File: src/rtl/dht_pkg.sv
// Shared constants and types for the DHT11 UART reporter: frame layout, STATUS bit positions, FSM states.
package dht_pkg;

  localparam logic [7:0] FRAME_HDR = 8'hAA;
  localparam int FRAME_LEN = 7;

  localparam int ST_SENSOR_ERR = 0;
  localparam int ST_CRC_ERR    = 1;
  localparam int ST_OVERRUN    = 2;

  typedef enum logic [2:0] {IDLE, CAPTURE, LOAD, SHIFT, DONE} state_t;

  typedef struct packed {
    logic [7:0] hum_int;
    logic [7:0] hum_float;
    logic [7:0] temp_int;
    logic [7:0] temp_float;
  } reading_t;

  function automatic logic [7:0] sum4(input reading_t r);
    return r.hum_int + r.hum_float + r.temp_int + r.temp_float;
  endfunction

endpackage

File: src/rtl/dht11_uart_reporter_uart_tx.sv
// UART 8N1 transmitter: start accepted only when idle, tx drops low the cycle after start.
// done pulses during the last cycle of the stop bit so a new byte can follow after one idle cycle.
module uart_tx #(
  parameter int CLKS_PER_BIT = 5208
) (
  input  logic       CLK,
  input  logic       RST,
  input  logic       start,
  input  logic [7:0] data,
  output logic       tx,
  output logic       done
);

  localparam int CW = (CLKS_PER_BIT > 1) ? $clog2(CLKS_PER_BIT) : 1;
  localparam logic [CW-1:0] BAUD_LAST = CW'(CLKS_PER_BIT - 1);

  typedef enum logic [1:0] {TX_IDLE, TX_START, TX_DATA, TX_STOP} tx_state_t;

  tx_state_t     st;
  logic [CW-1:0] baud_cnt;
  logic [3:0]    bit_idx;
  logic [7:0]    shreg;
  logic          bit_end;

  assign bit_end = (baud_cnt == BAUD_LAST);
  assign done    = (st == TX_STOP) && bit_end;

  always_ff @(posedge CLK) begin
    if (RST) begin
      st       <= TX_IDLE;
      tx       <= 1'b1;
      baud_cnt <= '0;
      bit_idx  <= '0;
      shreg    <= '0;
    end else begin
      baud_cnt <= bit_end ? '0 : baud_cnt + 1'b1;
      case (st)
        TX_IDLE: begin
          tx       <= 1'b1;
          baud_cnt <= '0;
          if (start) begin
            st    <= TX_START;
            tx    <= 1'b0;
            shreg <= data;
          end
        end
        TX_START: if (bit_end) begin
          st      <= TX_DATA;
          tx      <= shreg[0];
          bit_idx <= '0;
        end
        TX_DATA: if (bit_end) begin
          if (bit_idx == 4'd7) begin
            st <= TX_STOP;
            tx <= 1'b1;
          end else begin
            bit_idx <= bit_idx + 4'd1;
            tx      <= shreg[1];
            shreg   <= shreg >> 1;
          end
        end
        TX_STOP: if (bit_end) st <= TX_IDLE;
        default: st <= TX_IDLE;
      endcase
    end
  end

endmodule

File: src/rtl/dht11_uart_reporter.sv
// On each SENSOR_WAIT fall, snapshot the DHT11 reading and send AA,STATUS,HI,HF,TI,TF,FCS over UART 8N1.
// Start bit 3 cycles after the edge; edges during a frame set the overrun flag, never queue. DHT_CRC_CHECK_EN builds the checksum check.
module dht11_uart_reporter
  import dht_pkg::*;
#(
  parameter int CLK_HZ = 50_000_000,
  parameter int BAUD   = 9600
) (
  input  logic       CLK,
  input  logic       RST,
  input  logic       SENSOR_WAIT,
  input  logic       SENSOR_ERR,
  input  logic [7:0] HUM_INT,
  input  logic [7:0] HUM_FLOAT,
  input  logic [7:0] TEMP_INT,
  input  logic [7:0] TEMP_FLOAT,
  input  logic [7:0] CRC,
  output logic       TX,
  output logic       BUSY,
  output logic       FRAME_SENT
);

  localparam int CLKS_PER_BIT = CLK_HZ / BAUD;
  localparam logic [2:0] LAST_IDX = 3'(FRAME_LEN - 1);

  state_t     state;
  logic       wait_q;
  logic       overrun;
  logic [2:0] idx;
  logic [7:0] frame [FRAME_LEN];
  logic       start_cond;
  logic       tx_done;
  reading_t   raw;
  reading_t   rd;
  logic       crc_bad;
  logic [7:0] status;
  logic [7:0] fcs;

  assign start_cond = wait_q & ~SENSOR_WAIT;
  assign raw        = {HUM_INT, HUM_FLOAT, TEMP_INT, TEMP_FLOAT};
  assign rd         = SENSOR_ERR ? '0 : raw;

`ifdef DHT_CRC_CHECK_EN
  assign crc_bad = ~SENSOR_ERR & (sum4(raw) != CRC);
`else
  logic unused_crc;
  assign unused_crc = ^CRC;
  assign crc_bad    = 1'b0;
`endif

  always_comb begin
    status                = '0;
    status[ST_SENSOR_ERR] = SENSOR_ERR;
    status[ST_CRC_ERR]    = crc_bad;
    status[ST_OVERRUN]    = overrun;
  end

  assign fcs = status + sum4(rd);

  always_ff @(posedge CLK) begin
    if (RST) begin
      state      <= IDLE;
      idx        <= '0;
      overrun    <= 1'b0;
      wait_q     <= 1'b1;
      BUSY       <= 1'b0;
      FRAME_SENT <= 1'b0;
    end else begin
      wait_q     <= SENSOR_WAIT;
      FRAME_SENT <= 1'b0;
      case (state)
        IDLE: if (start_cond) begin
          state <= CAPTURE;
          BUSY  <= 1'b1;
        end
        CAPTURE: begin
          frame[0] <= FRAME_HDR;
          frame[1] <= status;
          frame[2] <= rd.hum_int;
          frame[3] <= rd.hum_float;
          frame[4] <= rd.temp_int;
          frame[5] <= rd.temp_float;
          frame[6] <= fcs;
          overrun  <= 1'b0;
          idx      <= '0;
          state    <= LOAD;
        end
        LOAD: state <= SHIFT;
        SHIFT: if (tx_done) begin
          if (idx < LAST_IDX) begin
            idx   <= idx + 3'd1;
            state <= LOAD;
          end else begin
            state      <= DONE;
            FRAME_SENT <= 1'b1;
          end
        end
        DONE: begin
          BUSY  <= 1'b0;
          state <= IDLE;
        end
        default: state <= IDLE;
      endcase
      // Edges outside IDLE (including the DONE cycle) are dropped but remembered for the next STATUS.
      if (start_cond && state != IDLE) overrun <= 1'b1;
    end
  end

  uart_tx #(.CLKS_PER_BIT(CLKS_PER_BIT)) u_tx (
    .CLK   (CLK),
    .RST   (RST),
    .start (state == LOAD),
    .data  (frame[idx]),
    .tx    (TX),
    .done  (tx_done)
  );

endmodule
File: config.mk
export PLATFORM = sky130hd
export DESIGN_NAME = dht11_uart_reporter
export DESIGN_NICKNAME = d
export VERILOG_FILES = /design/src/rtl/dht_pkg.sv /design/src/rtl/dht11_uart_reporter_uart_tx.sv /design/src/rtl/dht11_uart_reporter.sv
export SDC_FILE = /design/constraint.sdc
export NUM_CORES = 1
export LEC_CHECK = 0
export ABC_AREA = 0
export CAP_MARGIN = 20
export CORE_UTILIZATION = 46
export DETAILED_ROUTE_END_ITERATION = 16
export HOLD_SLACK_MARGIN = 0.12
export PLACE_DENSITY = 0.76
export SYNTH_ARGS = -nofsm -noshare
export SYNTH_HDL_FRONTEND = slang
export SYNTH_SLANG_ARGS = --single-unit
File: constraint.sdc
create_clock -name CLK -period 5.58 [get_ports CLK]
set_input_delay 0.837 -clock CLK [delete_from_list [all_inputs] [get_ports CLK]]
set_output_delay 0.837 -clock CLK [all_outputs]
set_load 0.01 [all_outputs]
* Word-level counts from Yosys, hierarchy flattened
Memories as Yosys holds them, arrays and structs flattened. A register that Yosys moved wholly into a read port is not among the register bits.
Cells that the tools add are included.
** Cells by class
- Add/sub/neg operators :: 7
- Order comparisons :: 1
- Equality and inequality tests :: 18
- Muxes and demuxes :: 37
- Bitwise operators :: 4
- Reductions and logical operators :: 20
** Operator list (number)
- $mux 32 :: 1
- $add 8x8->8 :: 3
- $mux 8 :: 3
- $mux 3 :: 7
- $pmux 8 s2 :: 1
- $add 13x1->13 const B :: 1
- $eq 13x13->1 const B :: 1
- $mux 4 :: 3
- $pmux 3 s4 :: 1
- $mux 1 :: 11
- $mux 2 :: 5
- $ne 2x1->1 const B :: 5
- $reduce_bool 2->1 :: 5
- $add 3x8->8 :: 1
- $ne 2x2->1 const B :: 4
- $pmux 2 s4 :: 1
- $pmux 4 s2 :: 1
- $reduce_and 4->1 :: 2
- $eq 3x2->1 const B :: 2
- $pmux 3 s2 :: 1
- $reduce_and 3->1 :: 2
- $reduce_bool 3->1 :: 2
- $reduce_or 3->1 :: 2
- $reduce_and 5->1 :: 1
- other kinds (16) :: 21
** Word-level totals
- Register bits after elaboration :: 38
- RAM bits :: 56
- Bits of input ports :: 44
- Output and inout port bits :: 3
- Logic and storage cells :: 99
- Memories kept :: 1
** Memory list
- frame :: depth 7, width 8, rd ports 1, clocked after memory_dff 1, wr ports 7, RTL line dht11_uart_reporter.sv:30 : logic [7:0] frame [FRAME_LEN];

* Longest topological paths before layout
- Word-level depth :: 6
- Mapped depth :: 14

* Modules after synthesis
A second synthesis with hierarchy kept.
** Second synthesis, totals
- Cell total of the unflattened synthesis :: 410
- Area total of the unflattened synthesis :: 4506.8 µm²
** By module, submodules not included
- dht11_uart_reporter :: instances 1, cells each 248, area each 3017.9 µm²
- uart_tx :: instances 1, cells each 162, area each 1488.9 µm²

* Worst setup path after synthesis
OpenSTA, ideal clock, no wires.
- Kind :: in2reg
- From :: in RST
- To :: mem frame[1][0] (enable)
- Setup time :: 0.493 ns
- Arrival time :: 4.167 ns
- Data required time :: 5.087 ns
- Slack :: 0.919 ns
- Stages :: 3
- Path through :: clkbuf_1 buf_1 nor3_1
** RTL lines
- start, declared :: RTL line dht11_uart_reporter.sv:10 : input logic RST,
- end, declared :: RTL line dht11_uart_reporter.sv:30

==> run metrics <==
clock tree from TritonCTS done; num rows 35; # setup viols final 0; Gate Count Post-Synth 412; cts hold-fix bufs 0; root buf cell clkbuf_8; first-pass GRT wire length 12,900 µm; Max Cap Viol 0; largest net degree at the start of global routing 43; pre-CTS WS 0.7189 ns; mux share of post-synthesis cell area 3.812%; Setup TNS Final 0 ns; crit end category flop; Core Region 0.009196 mm²; Power per Cell Area 281.1 mW/mm²; Die X 99.42 µm; post-cts sizing count 0; WP data required 5.67 ns; post-DR vias/cell 5.270; post-DP HPWL 5473 µm; critical path startpoint category input port; Post-CTS Setup Bufs 0; clock skew 0.009244 ns; Reg clk slew, reported paths 0.08 ns; GRT overflow 0; final wirelength 7607 µm; number of buffers created by CTS 9; largest family of logic cells by synthesized area simple AND/OR/NAND/NOR gates; synthesized area per cell 10.60 µm²; share of synthesized registers carrying an async set or reset 0%; Crit Path Category in -> reg; Post-Synthesis Cell Area 0.004365 mm²; Slew Viols, Final 0; final hold vios 0; Post-synth top flop edfxtp_1; CP peak stage delay 0.64 ns; EDFF count, synth 42; die extent in y 99.42 µm; count of clock tree sinks 83; HP Class reg -> reg; Synth Area in Compound Gates 10.72%; Syn-to-layout area delta 15.10%; Placer Congestion 0.7738; number of global-route vias before repair 2,874; post-synth top area share 28.89%; fin nets 525; internal power 1.026 mW; RSZ-0062 raised after global routing no; Via Count 2,962; GRT Util Overall 16.73%; adder-cell area share of the yosys netlist 12.44%; slew margin rel. 39.18%; min cycle time layout 4.446 ns; Clk pwr share 29.4%; period utilization 79.67%; Yosys warning total 0; H-tree depth 3; filler cell count 816; Synth Area in Simple Gates 16.91%; delay-heaviest family, CP adder cells; initial DRC count 82; iteration count of the initial detailed-routing pass 4; Worst-Skew Late Latency 0.35 ns; Ports 47; critical path's most frequent cell fa_1; VDD IR-drop max 129.9 µV; setup ws final 1.134 ns; leak pwr 1.798 nW; die area 0.009883 mm²; critical path peak fanout 14; fmax 224.9 MHz; drt wl/cell 13.54 µm; Distinct cells, synth 50; crit path cell chain clkdlybuf4s50_1 > nand2b_1 > fa_1 > fa_1 > inv_1 > fa_1 > inv_1 > fa_1 > inv_1 > a21o_1 > a21oi_1 > o21ai_0 > xnor2_1; dominant cell type by area after synthesis edfxtp_1; slowest library cell on the worst path clkdlybuf4s50_1; Tightest Pin Transition 0.9110 ns; initial core utilization 47.47%; combinational share of power 20.7%; net switching power 0.3867 mW; Switching Share 27.38%; initial antenna violation count 0; Antenna Cells 0; Tot Pwr 1.412 mW; status completed; Buf+Inv Stages, Crit Path 4; XOR/XNOR share of the synthesized area 4.615%; Yosys reg bits 83; share of cells above drive strength 1 6.430%; top cells by area, synth edfxtp_1 (29%), dfxtp_1 (19%), fa_1 (6.4%), ha_1 (6.0%), nor2b_1 (4.7%); clock buffer depth 2; DRC 0; sequential fraction of the synthesis area 47.69%; Sequential Power Share 49.9%; Syn Nets 491; Worst Path Arrival 4.54 ns; I/O Buffers 38; post-route ant nets 0
## through the flow
step	util, %	cell area, µm²	hold slack (ns)	cells
after floorplan	-	4365	0.4082	412
after global placement	52.63	4840	0.4299	546
after detailed placement	52.63	4840	0.4438	546
after CTS	54.64	5025	0.4580	562
after global routing	54.64	5025	0.4791	562
final	54.64	5025	0.4513	562
## sequential cells by signal, summed over array words and instances, names as in the netlist, named ones only
signal / count
state: 3
u_tx.tx: 1
overrun: 1
BUSY: 1
wait_q: 1
u_tx.bit_idx: 4
u_tx.baud_cnt: 13
frame: 42
FRAME_SENT: 1
u_tx.shreg: 8
idx: 3
u_tx.st: 2
## worst paths after layout
check                   startpoint               end  slack (ns)  cells past startpoint
hold reg to reg   u_tx.baud_cnt[0]  u_tx.baud_cnt[0]        0.45                      1
setup reg to reg           overrun       frame[6][7]        2.07                     12
setup / recovery        SENSOR_ERR       frame[6][7]        1.13                     13
hold / removal    u_tx.baud_cnt[0]  u_tx.baud_cnt[0]        0.45                      1
## metal layers
layer	vias up	global-route usage (%)	wire, µm
met5	-	0	0
met4	0	6.222	108
met3	11	3.233	231
met2	50	29.54	3769
met1	1390	20.26	3497
li1	1511	-	-
## power groups by stage
| stage | Clock [mW] | Combinational (mW) | Sequential [mW] |
|---|---|---|---|
| 2_1_floorplan | 0 | 0.214 | 0.715 |
| 3_3_place_gp | 0 | 0.282 | 0.718 |
| 3_5_place_dp | 0 | 0.292 | 0.719 |
| 4_1_cts | 0.424 | 0.296 | 0.706 |
| 5_1_grt | 0.451 | 0.334 | 0.709 |
| 6_report | 0.415 | 0.292 | 0.706 |
## area by class of cell
type / count / area, µm² / share of cell area, %
Clock buffer: 11 / 131.4 / 2.615
Sequential cell: 83 / 2082 / 41.43
Inverter: 27 / 101.3 / 2.017
Clock inverter: 5 / 53.80 / 1.071
Multi-Input combinational cell: 285 / 2122 / 42.23
Timing Repair Buffer: 40 / 395.4 / 7.869
Tap cell: 111 / 138.9 / 2.764
## Yosys cell counts, types with 7 or more instances
library cell	count
xnor2_1	14
nand2_1	32
o211ai_1	8
nand3_1	11
o31ai_1	7
nand2b_1	7
edfxtp_1	42
xor2_1	9
ha_1	21
nor2_1	31
a21oi_1	19
o21ai_0	13
mux2i_1	11
inv_1	26
dfxtp_1	41
fa_1	14
nor2b_1	33
clkbuf_1	14
## cells in the final DEF (no fill, tap or decap), types with 3 or more instances in the layout
cell,count
edfxtp_1,42
a21oi_1,19
dfxtp_1,41
xor2_1,9
nor2b_1,33
a22oi_1,5
a31oi_1,3
or3_1,3
nand2_1,32
xnor2_1,14
nand3_1,11
a221oi_1,4
o31ai_1,7
clkbuf_8,9
inv_1,26
o211ai_1,8
clkdlybuf4s50_1,38
mux2i_1,11
nor2_1,31
fa_1,14
nor4_1,3
mux2_2,5
ha_1,21
o21ai_0,13
nand2b_1,7
and3_1,3
## logic make-up after synthesis
family                   Yosys count
AND/OR/NAND/NOR                  140
flip-flops                        83
AO/OA/AOI/OAI                     71
buffers and inverters             44
adder cells (fa/ha/maj)           35
XOR/XNOR                          23
multiplexers                      16
Power figures use the tool's default switching activity.
